===== src/rtl/ctrl_interrupcoes.sv =====
// ctrl_interrupcoes: four-sensor interrupt controller.
// Rising edges on the sensor inputs are latched into pending flags, one
// eligible source is granted at a time (fixed priority or round-robin),
// and the grant is held until the processor acknowledges it or a watchdog
// abandons it.
module ctrl_interrupcoes #(
   parameter int TIMEOUT = 16
) (
   input  logic       clock,
   input  logic       reset,
   input  logic       m,
   input  logic [3:0] sensores,
   input  logic [3:0] mascara,
   input  logic       ack,
   output logic       irq,
   output logic [1:0] id,
   output logic [3:0] pendente,
   output logic       erro_timeout
);

   localparam int CW = (TIMEOUT > 1) ? $clog2(TIMEOUT) : 1;

   typedef enum logic [1:0] {
      OCIOSO    = 2'd0,
      CONCEDIDO = 2'd1,
      LIBERA    = 2'd2
   } estado_t;

   estado_t       estado, estado_nxt;
   logic [3:0]    sens_ant;
   logic [3:0]    borda;
   logic [3:0]    eleg;
   logic [3:0]    limpa;
   logic [1:0]    ultimo, ultimo_nxt;
   logic [CW-1:0] contador, contador_nxt;
   logic          irq_nxt;
   logic [1:0]    id_nxt;
   logic          erro_nxt;
   logic [1:0]    sel_fixo, sel_rr, sel;
   logic          achou;
   logic [1:0]    idx;

   // Masked edges are dropped at capture time; masked pending bits are kept
   // but excluded from arbitration.
   assign borda = sensores & ~sens_ant & mascara;
   assign eleg  = pendente & mascara;

   // Arbitration: highest index for fixed priority, first set bit after the
   // last serviced source (wrapping) for round-robin.
   always_comb begin
      sel_fixo = 2'd0;
      sel_rr   = 2'd0;
      achou    = 1'b0;
      idx      = 2'd0;
      for (int i = 0; i < 4; i++) begin
         if (eleg[i]) sel_fixo = 2'(i);
      end
      for (int k = 1; k <= 4; k++) begin
         idx = ultimo + 2'(k);
         if (!achou && eleg[idx]) begin
            sel_rr = idx;
            achou  = 1'b1;
         end
      end
      sel = m ? sel_rr : sel_fixo;
   end

   // Next-state and next-output logic for the grant handshake.
   always_comb begin
      estado_nxt   = estado;
      irq_nxt      = irq;
      id_nxt       = id;
      contador_nxt = contador;
      ultimo_nxt   = ultimo;
      erro_nxt     = 1'b0;
      limpa        = 4'b0000;
      case (estado)
         OCIOSO: begin
            irq_nxt = 1'b0;
            if (eleg != 4'b0000) begin
               id_nxt       = sel;
               irq_nxt      = 1'b1;
               contador_nxt = '0;
               estado_nxt   = CONCEDIDO;
            end
         end
         CONCEDIDO: begin
            contador_nxt = contador + CW'(1);
            if (ack) begin
               // ack beats a coincident timeout
               limpa      = 4'b0001 << id;
               ultimo_nxt = id;
               irq_nxt    = 1'b0;
               estado_nxt = LIBERA;
            end else if (contador == CW'(TIMEOUT - 1)) begin
               // abandon the grant but keep the request pending; moving
               // ultimo lets round-robin step past a stuck source
               erro_nxt   = 1'b1;
               ultimo_nxt = id;
               irq_nxt    = 1'b0;
               estado_nxt = LIBERA;
            end
         end
         LIBERA: begin
            irq_nxt = 1'b0;
            if (!ack) estado_nxt = OCIOSO;
         end
         default: begin
            irq_nxt    = 1'b0;
            estado_nxt = OCIOSO;
         end
      endcase
   end

   // FSM state register.
   always_ff @(posedge clock or posedge reset) begin
      if (reset) estado <= OCIOSO;
      else       estado <= estado_nxt;
   end

   // Registered outputs, edge history and pending flags; a new edge wins
   // over a same-cycle clear so the event is not lost.
   always_ff @(posedge clock or posedge reset) begin
      if (reset) begin
         irq          <= 1'b0;
         id           <= 2'd0;
         pendente     <= 4'b0000;
         erro_timeout <= 1'b0;
         sens_ant     <= 4'b0000;
         ultimo       <= 2'd3;
         contador     <= '0;
      end else begin
         irq          <= irq_nxt;
         id           <= id_nxt;
         pendente     <= (pendente & ~limpa) | borda;
         erro_timeout <= erro_nxt;
         sens_ant     <= sensores;
         ultimo       <= ultimo_nxt;
         contador     <= contador_nxt;
      end
   end

endmodule


===== config.mk =====
export PLATFORM = sky130hd
export DESIGN_NAME = ctrl_interrupcoes
export DESIGN_NICKNAME = d
export VERILOG_FILES = /design/src/rtl/ctrl_interrupcoes.sv
export SDC_FILE = /design/constraint.sdc
export NUM_CORES = 1
export LEC_CHECK = 0
export ABC_AREA = 0
export BUFFER_PORTS_ARGS = -buffer_cell sky130_fd_sc_hd__buf_4
export CAP_MARGIN = 10
export CELL_PAD_IN_SITES_DETAIL_PLACEMENT = 0
export CELL_PAD_IN_SITES_GLOBAL_PLACEMENT = 1
export CORE_MARGIN = 4
export CORE_UTILIZATION = 38
export CTS_BUF_LIST = sky130_fd_sc_hd__clkbuf_4 sky130_fd_sc_hd__clkbuf_8
export CTS_CLUSTER_SIZE = 25
export DETAILED_ROUTE_END_ITERATION = 12
export HOLD_SLACK_MARGIN = 0.03
export PLACE_DENSITY_LB_ADDON = 0.1
export SYNTH_ARGS = -nofsm -noshare
export SYNTH_HDL_FRONTEND = slang
export SYNTH_SLANG_ARGS = --single-unit

===== constraint.sdc =====
create_clock -name clock -period 1.3 [get_ports clock]
set_input_delay 0.065 -clock clock [delete_from_list [all_inputs] [get_ports clock]]
set_output_delay 0.065 -clock clock [all_outputs]
set_load 0.01 [all_outputs]

* Word-level counts from Yosys, hierarchy flattened
Cells that the tools add are included.
** Operators by class
- $mul :: 0
- Muxes and demuxes :: 37
- Equality and inequality tests :: 6
- Divide/modulo/power cells :: 0
- Reductions and logical operators :: 14
- Shifts and indexed selects :: 1
- Add/subtract/negate cells :: 4
- Bitwise operators :: 7
- Magnitude comparators :: 4
** Operators by type and width (number)
- 2-bit two-way mux :: 13
- 4-bit bitwise AND :: 4
- 1-bit two-way mux :: 14
- 2-bit by 3-bit less-than comparator with 1-bit output (second input constant) :: 4
- 4-bit two-way mux :: 3
- 1-bit binary-select mux with 2-bit select :: 4
- 4-bit NOT :: 2
- 4-bit case mux with 2 select lines :: 1
- 2-bit case mux with 3 select lines :: 1
- 2-bit AND reduction :: 3
- 2-bit adder (second input constant) :: 2
- 4-bit by 1-bit adder with 4-bit output (second input constant) :: 1
- 4-bit equality test (second input constant) :: 1
- 2-bit != test (second input constant) :: 2
- 4-bit OR :: 1
- 2-bit nonzero test :: 2
- 4-bit nonzero test :: 1
- 1-bit by 2-bit left shift with 4-bit output (first input constant) :: 1
- 1-bit logical AND :: 3
- 1-bit logical NOT :: 3
- 3-bit != test (second input constant) :: 1
- 3-bit AND reduction :: 1
- 2-bit by 1-bit adder with 2-bit output (second input constant) :: 1
- 2-bit by 1-bit equality test with 1-bit output (second input constant) :: 1
- 3 further kinds :: 3
** Storage, ports and cells
- Register bits after elaboration :: 20
- Memories kept :: 0
- Logic and storage cells :: 81
- Memory bits (writable) :: 0
- Input bits :: 12
- ROM bits :: 0
- Bits in latches :: 0
- Output and inout port bits :: 8

* Longest topological paths before layout
Gate-level depths: netlist of the first run.
- Depth in word-level cells :: 14
- Depth in mapped cells :: 6
- Mapped depth without buffers :: 6

* Worst setup path after synthesis of the first run
No wires, ideal clock.
- Kind :: reg2reg
- From :: reg pendente[3]
- To :: reg id[1]
- Cell stages (with the launch flop) :: 6
- Data required time :: 1.175 ns
- Buffers on the path :: 1
- Clock period less this slack :: 1.435 ns
- Library setup time :: 0.125 ns
- Path slack :: -0.135 ns
- Arrival :: 1.309 ns
- Cell sequence :: dfrtp_1 > and2_4 > a21oi_1 > a311o_1 > buf_6 > mux2_4
** On the way
- Word-level cells in the longest chain between the ends :: 14
- Elaborated cells between the ends (all ways) :: 26
- Those cells by class :: 17 x mux; 1 x bitwise; 8 x reduce/logical
** RTL lines
- from (decl) :: line 17 : output logic [3:0] pendente,
- from (signal assigned) :: line 135 : pendente <= (pendente & ~limpa) | borda;
- 4-bit bitwise AND (*) :: line 46 : assign eleg = pendente & mascara;
- 1-bit binary-select mux with 2-bit select :: line 60 : if (!achou && eleg[idx]) begin
- 1-bit two-way mux (not written as such) :: line 60
- 1-bit two-way mux :: line 60
- 1-bit logical NOT :: line 60
- 1-bit logical AND :: line 60
- 1-bit two-way mux :: line 60
- 1-bit logical NOT :: line 60
- 1-bit logical AND :: line 60
- 1-bit two-way mux :: line 60
- 1-bit logical NOT :: line 60
- 1-bit logical AND :: line 60
- 2-bit two-way mux :: line 60
- 2-bit two-way mux :: line 65 : sel = m ? sel_rr : sel_fixo;
- to (signal assigned) :: line 134 : id <= id_nxt;
- to (decl) :: line 16 : output logic [1:0] id,
Mark *: on every way between the ends. The rest lies on a longest branch, timed or not. The select of a mux whose other input is x is not followed.
A chain may end at the register's enable or synchronous reset.

* Worst setup path after layout of the first run
Ends and elaborated chain as after synthesis.

==> impl_metrics.json, run 1 <==
{
  "power-per-cell-area_mw_per_mm2": 2090,
  "synthToLayoutAreaGrowth_pct": 57.0,
  "htree_levels": 1,
  "min_path_cells": 2,
  "dpl_cell_area_mm2": 0.00125,
  "grt_antenna_before_repair": 0,
  "rows": 17,
  "r2r-start": "pendente[3]",
  "num_io_pins": 20,
  "r2r-end": "id[1]",
  "clkTransAtPathRegs_ns": 0.12,
  "finalSetupViolCount": 5,
  "drive_above_1_share": 0.465,
  "hold_path_class": "in2reg",
  "portBuffers": 19,
  "layout_setup_ws_ns": -0.0640,
  "synthTopCellsByCount": "dfrtp_1 (18), nand2_1 (14), o21ai_0 (6), nand3_1 (5), inv_1 (4)",
  "place.gp.congestion": 0.914,
  "path_class": "reg2reg",
  "die-area_mm2": 0.00332,
  "cp-start-kind": "register",
  "dp_cells": 151,
  "cp.required_ns": 1.50,
  "crit_path_max_fanout": 3,
  "final_area_mm2": 0.00147,
  "synth_area_leaders": "dfrtp_1 (48%), dfstp_2 (5.6%), nand2_1 (5.6%)",
  "die_w_um": 57.6,
  "power_leakage_uw": 0.000669,
  "root_buffer": "clkbuf_4",
  "cts_sinks": 20,
  "num-nets-final": 156,
  "synthesis.area_um2": 936,
  "ys_seq_elements": 20,
  "fin_crit_ns": 1.36,
  "syn_inst": 90,
  "violations": "setup timing",
  "core_mm2": 0.00228,
  "via_count": 893,
  "synth_edf_count": 0,
  "synth_top_flop_cell": "dfrtp_1",
  "firstDrtPassIters": 4,
  "arrival_ns": 1.56,
  "ys.warnings.count": 0,
  "instances_no_fill": 170,
  "antenna_left": 0,
  "grt_pass1_vias": 888,
  "synthArstFlopShare": 1.00,
  "dpl.hpwl_um": 1640,
  "gr-total-overflow": 0,
  "clock.fmax_mhz": 733,
  "clk_path_buf_depth": 2,
  "reg2reg_depth": 4,
  "avgViaCountPerCell": 5.25,
  "postRouteWirelength_um": 2350,
  "seq_area_frac_synth": 0.537,
  "synth_top_cell_area_share": 0.481,
  "initial_utilization": 0.411,
  "p_sw_frac": 0.367,
  "dp_slack_ns": -0.0519,
  "cts_tree": "yes",
  "hp-start": "mascara[2]",
  "drcViolationCount": 0,
  "run_status": "finished with violations",
  "netSwitchingPower_uw": 1130,
  "maxCapViolations": 0,
  "pwr-share-seq": 0.360,
  "syn-mean-instance-area_um2": 10.4,
  "syn-num-nets": 103,
  "pwr-share-comb": 0.519,
  "holdPathEnd": "pendente[2]",
  "die_height_um": 57.6,
  "fill_cells": 197,
  "drtIter0Drc": 24,
  "rsz0062_at_grt": "true",
  "clk_latency_ns": 0.30,
  "p_clk_frac": 0.121,
  "tightest_slew_ns": 0.413,
  "period_share": 1.05,
  "maxSlewViolCount": 0,
  "diodes": 0,
  "yosysTopAreaCell": "dfrtp_1",
  "grtUsageTotal": 0.153,
  "rrSetupSlack_ns": -0.06,
  "yosysMostFrequentCell": "dfrtp_1",
  "drt-wirelength-per-cell_um": 13.8,
  "grt_pass1_wl_um": 3970,
  "vdd_ir_drop_max_mv": 1.25,
  "synth_cell_types": 35,
  "cp-end-kind": "register",
  "finalHoldViolations": 0,
  "slew_headroom": 0.724,
  "p_int_uw": 1940,
  "hold_ws_ns": 0.0438,
  "grt_max_degree": 12,
  "fin_worst_skew_ns": 0.00555,
  "cts_buffers": 3
}
-- layout make-up --
cell class	instances	area, um^2	share of cell area
Inverter	4	15.0	0.0102
Multi-Input combinational cell	63	463	0.315
Tap cell	28	35.0	0.0239
Timing Repair Buffer	51	417	0.284
Sequential cell	20	503	0.342
Clock buffer	4	36.3	0.0247
-- cells by family after synthesis --
family | share of synthesized area
AO/OA/AOI/OAI | 0.162
XOR/XNOR | 0.00936
adder cells (fa/ha/maj) | 0.0134
buffers and inverters | 0.0361
flip-flops | 0.537
multiplexers | 0.0388
AND/OR/NAND/NOR | 0.203
-- cell usage in the layout (no fill, tap or decap), types with 2 or more instances in the layout --
cell type and instances:
o2111ai_1 2, nand2_1 13, dfrtp_1 18, nand3_1 3, nand3b_1 3, a21oi_2 2
o21ai_1 3, nand2_2 2, buf_6 3, a32o_1 2, inv_1 4, dfstp_2 2
o31ai_1 2, nand3_2 2, nand4_1 2, mux2_4 2, clkbuf_4 3, dlygate4sd3_1 9
a41oi_1 2, buf_4 39, nor2_4 2, o21ai_0 2
-- through the flow --
| step | TNS, ns | util | total power, uW |
|---|---|---|---|
| after floorplan | -0.192 | - | 1820 |
| after global placement | -0.00701 | 0.550 | 2420 |
| after CTS | -0.100 | 0.623 | 2940 |
| after detailed placement | -0.105 | 0.550 | 2430 |
| final | -0.184 | 0.645 | 3070 |
| after global routing | -0.898 | 0.645 | 3290 |
-- routing by layer --
metal	GRT usage	vias to the layer above	wire length (um)	part of all wire
li1	-	436	-	-
met1	0.211	423	1100	0.47
met2	0.240	30	1100	0.47
met3	0.0245	4	104	0.044
met4	0.0596	0	47	0.020
met5	0	-	0	0
-- worst max-delay path by stage --
stage,startpoint,end,slack (ns)
3_5_place_dp,pendente[3],contador[2],-0.05
6_report,pendente[3],id[1],-0.06
5_1_grt,pendente[3],contador[2],-0.15
2_1_floorplan,pendente[0],id[1],-0.11
4_1_cts,pendente[3],id[1],-0.06
3_3_place_gp,pendente[3],contador[2],-0.007
-- flip-flops by register name, indices dropped and copies added, names as in the netlist --
register / cells
sens_ant: 4
pendente: 4
irq: 1
erro_timeout: 1
ultimo: 2
id: 2
estado: 2
contador: 4
-- power by group through the flow --
stage	Sequential, uW	Clock (uW)	Combinational [uW]
finish	1100	372	1590
global route	1140	402	1750
CTS	1090	380	1470
detailed placement	1100	0	1330
global placement	1110	0	1320
floorplan	1120	0	705
-- critical path, cell delays in order (launching register included) --
cell     delay (ns)
dfrtp_1        0.40
and2_4         0.16
a21oi_2        0.12
a311o_1        0.26
mux2_4         0.31
-- timing repair --
item	CTS	global route
buffers inserted	2	4
endpoints found under the hold margin	17	0
gates resized for setup	9	6
pin swaps	2	3
setup endpoints to repair	7	12
hold buffers	9	0
(Power assumes the default switching activity.)
==> inputs of run 2 (changes only) <==
--- a/config.mk
+++ b/config.mk
@@ -5,7 +5,6 @@
 export SDC_FILE = /design/constraint.sdc
 export NUM_CORES = 1
 export LEC_CHECK = 0
-export ABC_AREA = 0
 export BUFFER_PORTS_ARGS = -buffer_cell sky130_fd_sc_hd__buf_4
 export CAP_MARGIN = 10
 export CELL_PAD_IN_SITES_DETAIL_PLACEMENT = 0
@@ -16,6 +15,7 @@
 export CTS_CLUSTER_SIZE = 25
 export DETAILED_ROUTE_END_ITERATION = 12
 export HOLD_SLACK_MARGIN = 0.03
+export MAX_ROUTING_LAYER = met4
 export PLACE_DENSITY_LB_ADDON = 0.1
 export SYNTH_ARGS = -nofsm -noshare
 export SYNTH_HDL_FRONTEND = slang
==> run 2 against run 1 <==
The run still ends with setup timing left. Fmax shrank 0.35%. Largest power group unchanged. Utilization did not move. Total power about the same.
==> impl_metrics.json, run 2 (synthesized netlist as in run 1, its figures left out) <==
{
  "run_status": "finished with violations",
  "violations": "setup timing",
  "finalSetupViolCount": 7,
  "drcViolationCount": 0,
  "power_leakage_uw": 0.000669,
  "cts_tree": "yes",
  "cts_sinks": 20,
  "min_path_cells": 2,
  "vdd_ir_drop_max_mv": 1.25,
  "fin_worst_skew_ns": 0.00789,
  "clkTransAtPathRegs_ns": 0.12,
  "instances_no_fill": 170,
  "num_io_pins": 20,
  "cp_slowest_stage_delay_ns": 0.40,
  "r2r-start": "pendente[3]",
  "clock.fmax_mhz": 731,
  "rrSetupSlack_ns": -0.07,
  "cp-end-kind": "register",
  "grtUsageTotal": 0.158,
  "biggestRegsByFlops": "contador: 4 flops, pendente: 4 flops, sens_ant: 4 flops",
  "die_w_um": 57.6,
  "path_class": "reg2reg",
  "firstDrtPassIters": 4,
  "final_area_mm2": 0.00147,
  "multi_input_area_um2": 463,
  "place.gp.congestion": 0.930,
  "htree_levels": 1,
  "holdPathEnd": "pendente[2]",
  "num-nets-final": 156,
  "regArea_um2": 503,
  "via_count": 880,
  "drive_above_1_share": 0.465,
  "clk_latency_ns": 0.31,
  "cp-start-kind": "register",
  "rows": 17,
  "dp_cells": 151,
  "grt_pass1_vias": 887,
  "clk_path_buf_depth": 2,
  "cts_buffers": 3,
  "maxSlewViolCount": 0,
  "synthToLayoutAreaGrowth_pct": 57.0,
  "dp_slack_ns": -0.0519,
  "dpl_cell_area_mm2": 0.00125,
  "root_buffer": "clkbuf_4",
  "reg2reg_depth": 4,
  "antenna_left": 0,
  "fill_cells": 197,
  "grt_antenna_before_repair": 0,
  "mostFrequentLayoutCells": "buf_4 (39), dfrtp_1 (18), nand2_1 (13)",
  "avgViaCountPerCell": 5.18,
  "utilization": 0.645,
  "slew_headroom": 0.726,
  "power-per-cell-area_mw_per_mm2": 2090,
  "grt_max_degree": 12,
  "period_share": 1.05,
  "die-area_mm2": 0.00332,
  "initial_utilization": 0.411,
  "hold_path_class": "in2reg",
  "cp.required_ns": 1.50,
  "dpl.hpwl_um": 1640,
  "path_buf_inv": 0,
  "drtIter0Drc": 25,
  "portBuffers": 19,
  "gr-total-overflow": 0,
  "crit_path_max_fanout": 3,
  "tightest_slew_ns": 0.411,
  "layout_setup_ws_ns": -0.0688,
  "core_mm2": 0.00228,
  "hp-start": "mascara[2]",
  "p_total_uw": 3070,
  "fin_crit_ns": 1.37,
  "grt_pass1_wl_um": 3980,
  "finalHoldViolations": 0,
  "diodes": 0,
  "crit_family": "flip-flops",
  "critical_path.cell_chain": "and2_4 -> a21oi_2 -> a311o_1 -> mux2_4",
  "r2r-end": "id[1]",
  "layout_commonest_cell": "buf_4",
  "maxCapViolations": 0,
  "arrival_ns": 1.57,
  "postRouteWirelength_um": 2360,
  "drt-wirelength-per-cell_um": 13.9,
  "slowest_stage": "dfrtp_1",
  "rsz0062_at_grt": "true",
  "die_height_um": 57.6
}
-- run 2: how the worst max path moves through the flow --
| stage | start | endpoint | cells after the start |
|---|---|---|---|
| detailed placement | pendente[3] | contador[2] | 6 |
| CTS | pendente[3] | id[1] | 4 |
| global placement | pendente[3] | contador[2] | 6 |
| floorplan | pendente[0] | id[1] | 4 |
| finish | pendente[3] | id[1] | 4 |
| global route | pendente[3] | contador[2] | 6 |
-- run 2: final cells by class --
cell class              instances  share of cell area
multi-input cells              63               0.315
clock buffers                   4              0.0247
well taps                      28              0.0239
repair buffers                 51               0.284
flip-flops and latches         20               0.342
inverters                       4              0.0102
-- run 2: what timing repair did --
action | CTS | global route
endpoints found under the hold margin | 17 | 0
hold buffers | 9 | 0
endpoints found under the setup margin | 7 | 12
resized for setup | 9 | 6
setup buffers | 2 | 4
pin swaps | 2 | 3
-- run 2: per-stage QoR --
stage                     hold slack, ns  setup TNS (ns)
after global placement            0.0666        -0.00701
after global routing              0.0336          -0.920
after CTS                         0.0340          -0.100
after floorplan                   0.0273          -0.192
final                             0.0411          -0.199
after detailed placement          0.0773          -0.105
-- run 2: routing by layer --
| metal | GRT usage | share of wire |
|---|---|---|
| met1 | 0.215 | 0.49 |
| met2 | 0.240 | 0.46 |
| met3 | 0.0200 | 0.034 |
| met4 | 0.0596 | 0.012 |
| met5 | - | 0 |
-- run 2: power breakdown --
group	total [uW]	switching (uW)	internal [uW]	leakage, uW
clock network	372	201	171	0.0000210
registers	1100	240	864	0.000236
logic	1590	688	907	0.000412
==> inputs of run 3 (changes only) <==
--- a/config.mk
+++ b/config.mk
@@ -16,7 +16,9 @@
 export DETAILED_ROUTE_END_ITERATION = 12
 export HOLD_SLACK_MARGIN = 0.03
 export MAX_ROUTING_LAYER = met4
-export PLACE_DENSITY_LB_ADDON = 0.1
+export PLACE_DENSITY = 0.81
+export REMOVE_ABC_BUFFERS = 1
 export SYNTH_ARGS = -nofsm -noshare
 export SYNTH_HDL_FRONTEND = slang
 export SYNTH_SLANG_ARGS = --single-unit
+export TNS_END_PERCENT = 10
==> run 3 against run 2 <==
First-iteration DRC count down 24%. Via count down 2.5%. Wire length down 2.2%. Non-clock buffer count down 6. Global-route usage down 0.13 points. The flow still finishes with violations (setup timing). Clock-buffer cell count down 1. Design area down 5.9%. Final cell count down 4.1%. Largest power group unchanged. Largest cell class unchanged. Critical path depth up 1. Sequential power about the same.
==> impl_metrics.json, run 3 (synthesized netlist as in run 1, its figures left out) <==
{
  "run_status": "finished with violations",
  "violations": "setup timing",
  "path_class": "in2reg",
  "power_leakage_uw": 0.000622,
  "fill_cells": 199,
  "arrival_ns": 1.54,
  "period_share": 1.04,
  "grtUsageTotal": 0.157,
  "portBuffers": 19,
  "p_sw_frac": 0.379,
  "die_w_um": 57.6,
  "num-nets-final": 150,
  "critical_path.cell_chain": "dlygate4sd3_1 -> buf_4 -> nand2_2 -> a311o_1 -> mux2_4",
  "finalHoldViolations": 0,
  "dp_slack_ns": -0.0670,
  "clk_path_buf_depth": 2,
  "cts_sinks": 20,
  "regArea_um2": 504,
  "htree_levels": 1,
  "drcViolationCount": 0,
  "drive_above_1_share": 0.430,
  "pwr-share-seq": 0.396,
  "num_io_pins": 20,
  "rrSetupSlack_ns": -0.04,
  "netSwitchingPower_uw": 1060,
  "root_buffer": "clkbuf_4",
  "gr-total-overflow": 0,
  "postRouteWirelength_um": 2300,
  "maxSlewViolCount": 0,
  "die_height_um": 57.6,
  "grt_pass1_wl_um": 3930,
  "antenna_left": 0,
  "firstDrtPassIters": 4,
  "fin_crit_ns": 1.35,
  "cts_buffers": 3,
  "via_count": 858,
  "grt_antenna_before_repair": 0,
  "avgViaCountPerCell": 5.26,
  "hold_path_class": "in2reg",
  "core_mm2": 0.00228,
  "crit_path_max_fanout": 5,
  "clk_latency_ns": 0.29,
  "layout_setup_ws_ns": -0.0475,
  "place.gp.congestion": 0.911,
  "drtIter0Drc": 19,
  "maxCapViolations": 0,
  "slew_headroom": 0.822,
  "dpl.hpwl_um": 1560,
  "pwr-share-comb": 0.503,
  "diodes": 0,
  "hold_ws_ns": 0.0668,
  "cp.required_ns": 1.49,
  "vdd_ir_drop_max_mv": 1.14,
  "grt_max_degree": 21,
  "multi_input_area_um2": 442,
  "finalSetupViolCount": 4,
  "cp_slowest_stage_delay_ns": 0.53,
  "cts_tree": "yes",
  "biggestRegsByFlops": "contador: 4 flops, pendente: 4 flops, sens_ant: 4 flops",
  "cp-end-kind": "register",
  "synthToLayoutAreaGrowth_pct": 47.7,
  "mostFrequentLayoutCells": "buf_4 (35), dfrtp_1 (17), nand2_1 (13)",
  "p_total_uw": 2810,
  "initial_utilization": 0.411,
  "rsz0062_at_grt": "true",
  "grt_pass1_vias": 879,
  "rows": 17,
  "clock.fmax_mhz": 742,
  "slowest_stage": "dlygate4sd3_1",
  "drt-wirelength-per-cell_um": 14.1,
  "layout_commonest_cell": "buf_4",
  "p_int_uw": 1740,
  "clkTransAtPathRegs_ns": 0.11,
  "die-area_mm2": 0.00332,
  "tightest_slew_ns": 0.267,
  "power-per-cell-area_mw_per_mm2": 2030,
  "p_clk_frac": 0.101,
  "cp-start-kind": "primary input",
  "fin_worst_skew_ns": 0.00566
}
## run 3: repair_timing
action,4_1_cts,5_1_grt
pin swaps,5,3
setup buffers,0,3
hold buffers,9,0
resized for setup,7,11
hold endpoints to repair,27,0
endpoints found under the setup margin,8,10
## run 3: power by group through the flow
stage | sequential (uW) | combinational (uW) | clock, uW
floorplan | 1110 | 613 | 0
detailed placement | 1110 | 1240 | 0
global placement | 1100 | 1230 | 0
global route | 1140 | 1570 | 330
finish | 1110 | 1410 | 285
CTS | 1100 | 1340 | 305
## run 3: area by class of cell
| type | instances | share of cell area |
|---|---|---|
| Clock buffer | 3 | 0.0163 |
| Timing Repair Buffer | 45 | 0.263 |
| Inverter | 4 | 0.0109 |
| Multi-Input combinational cell | 63 | 0.319 |
| Tap cell | 28 | 0.0253 |
| Sequential cell | 20 | 0.365 |
## run 3: worst paths after layout
path	end	from	cells past startpoint
worst max-delay path	id[1]	mascara[0]	5
worst max register to register	id[1]	pendente[3]	4
worst min-delay path	pendente[2]	mascara[2]	2
worst min register to register	irq	irq	2
max in group asynchronous	ultimo[0]	reset	4
min in group asynchronous	pendente[3]	reset	4
## run 3: metal layers
layer | vias to the layer above | routed length (um) | global-route usage
li1 | 419 | - | -
met1 | 419 | 1030 | 0.195
met2 | 18 | 1170 | 0.247
met3 | 2 | 92 | 0.0267
met4 | 0 | 12 | 0.0728
met5 | - | 0 | -
## run 3: per-stage QoR
stage	TNS, ns	utilization	cell area (um^2)	std cells
6_report	-0.0919	0.607	1380	163
4_1_cts	-0.346	0.587	1340	160
2_1_floorplan	-0.331	-	917	87
3_5_place_dp	-0.196	0.527	1200	148
3_3_place_gp	-0.0883	0.527	1200	148
5_1_grt	-0.367	0.607	1380	163
## run 3: worst max-delay path, delay by kind of cell
family | cells | cell delay, ns
buffers and inverters | 2 | 0.65
AO/OA/AOI/OAI | 1 | 0.43
multiplexers | 1 | 0.31
AND/OR/NAND/NOR | 1 | 0.08
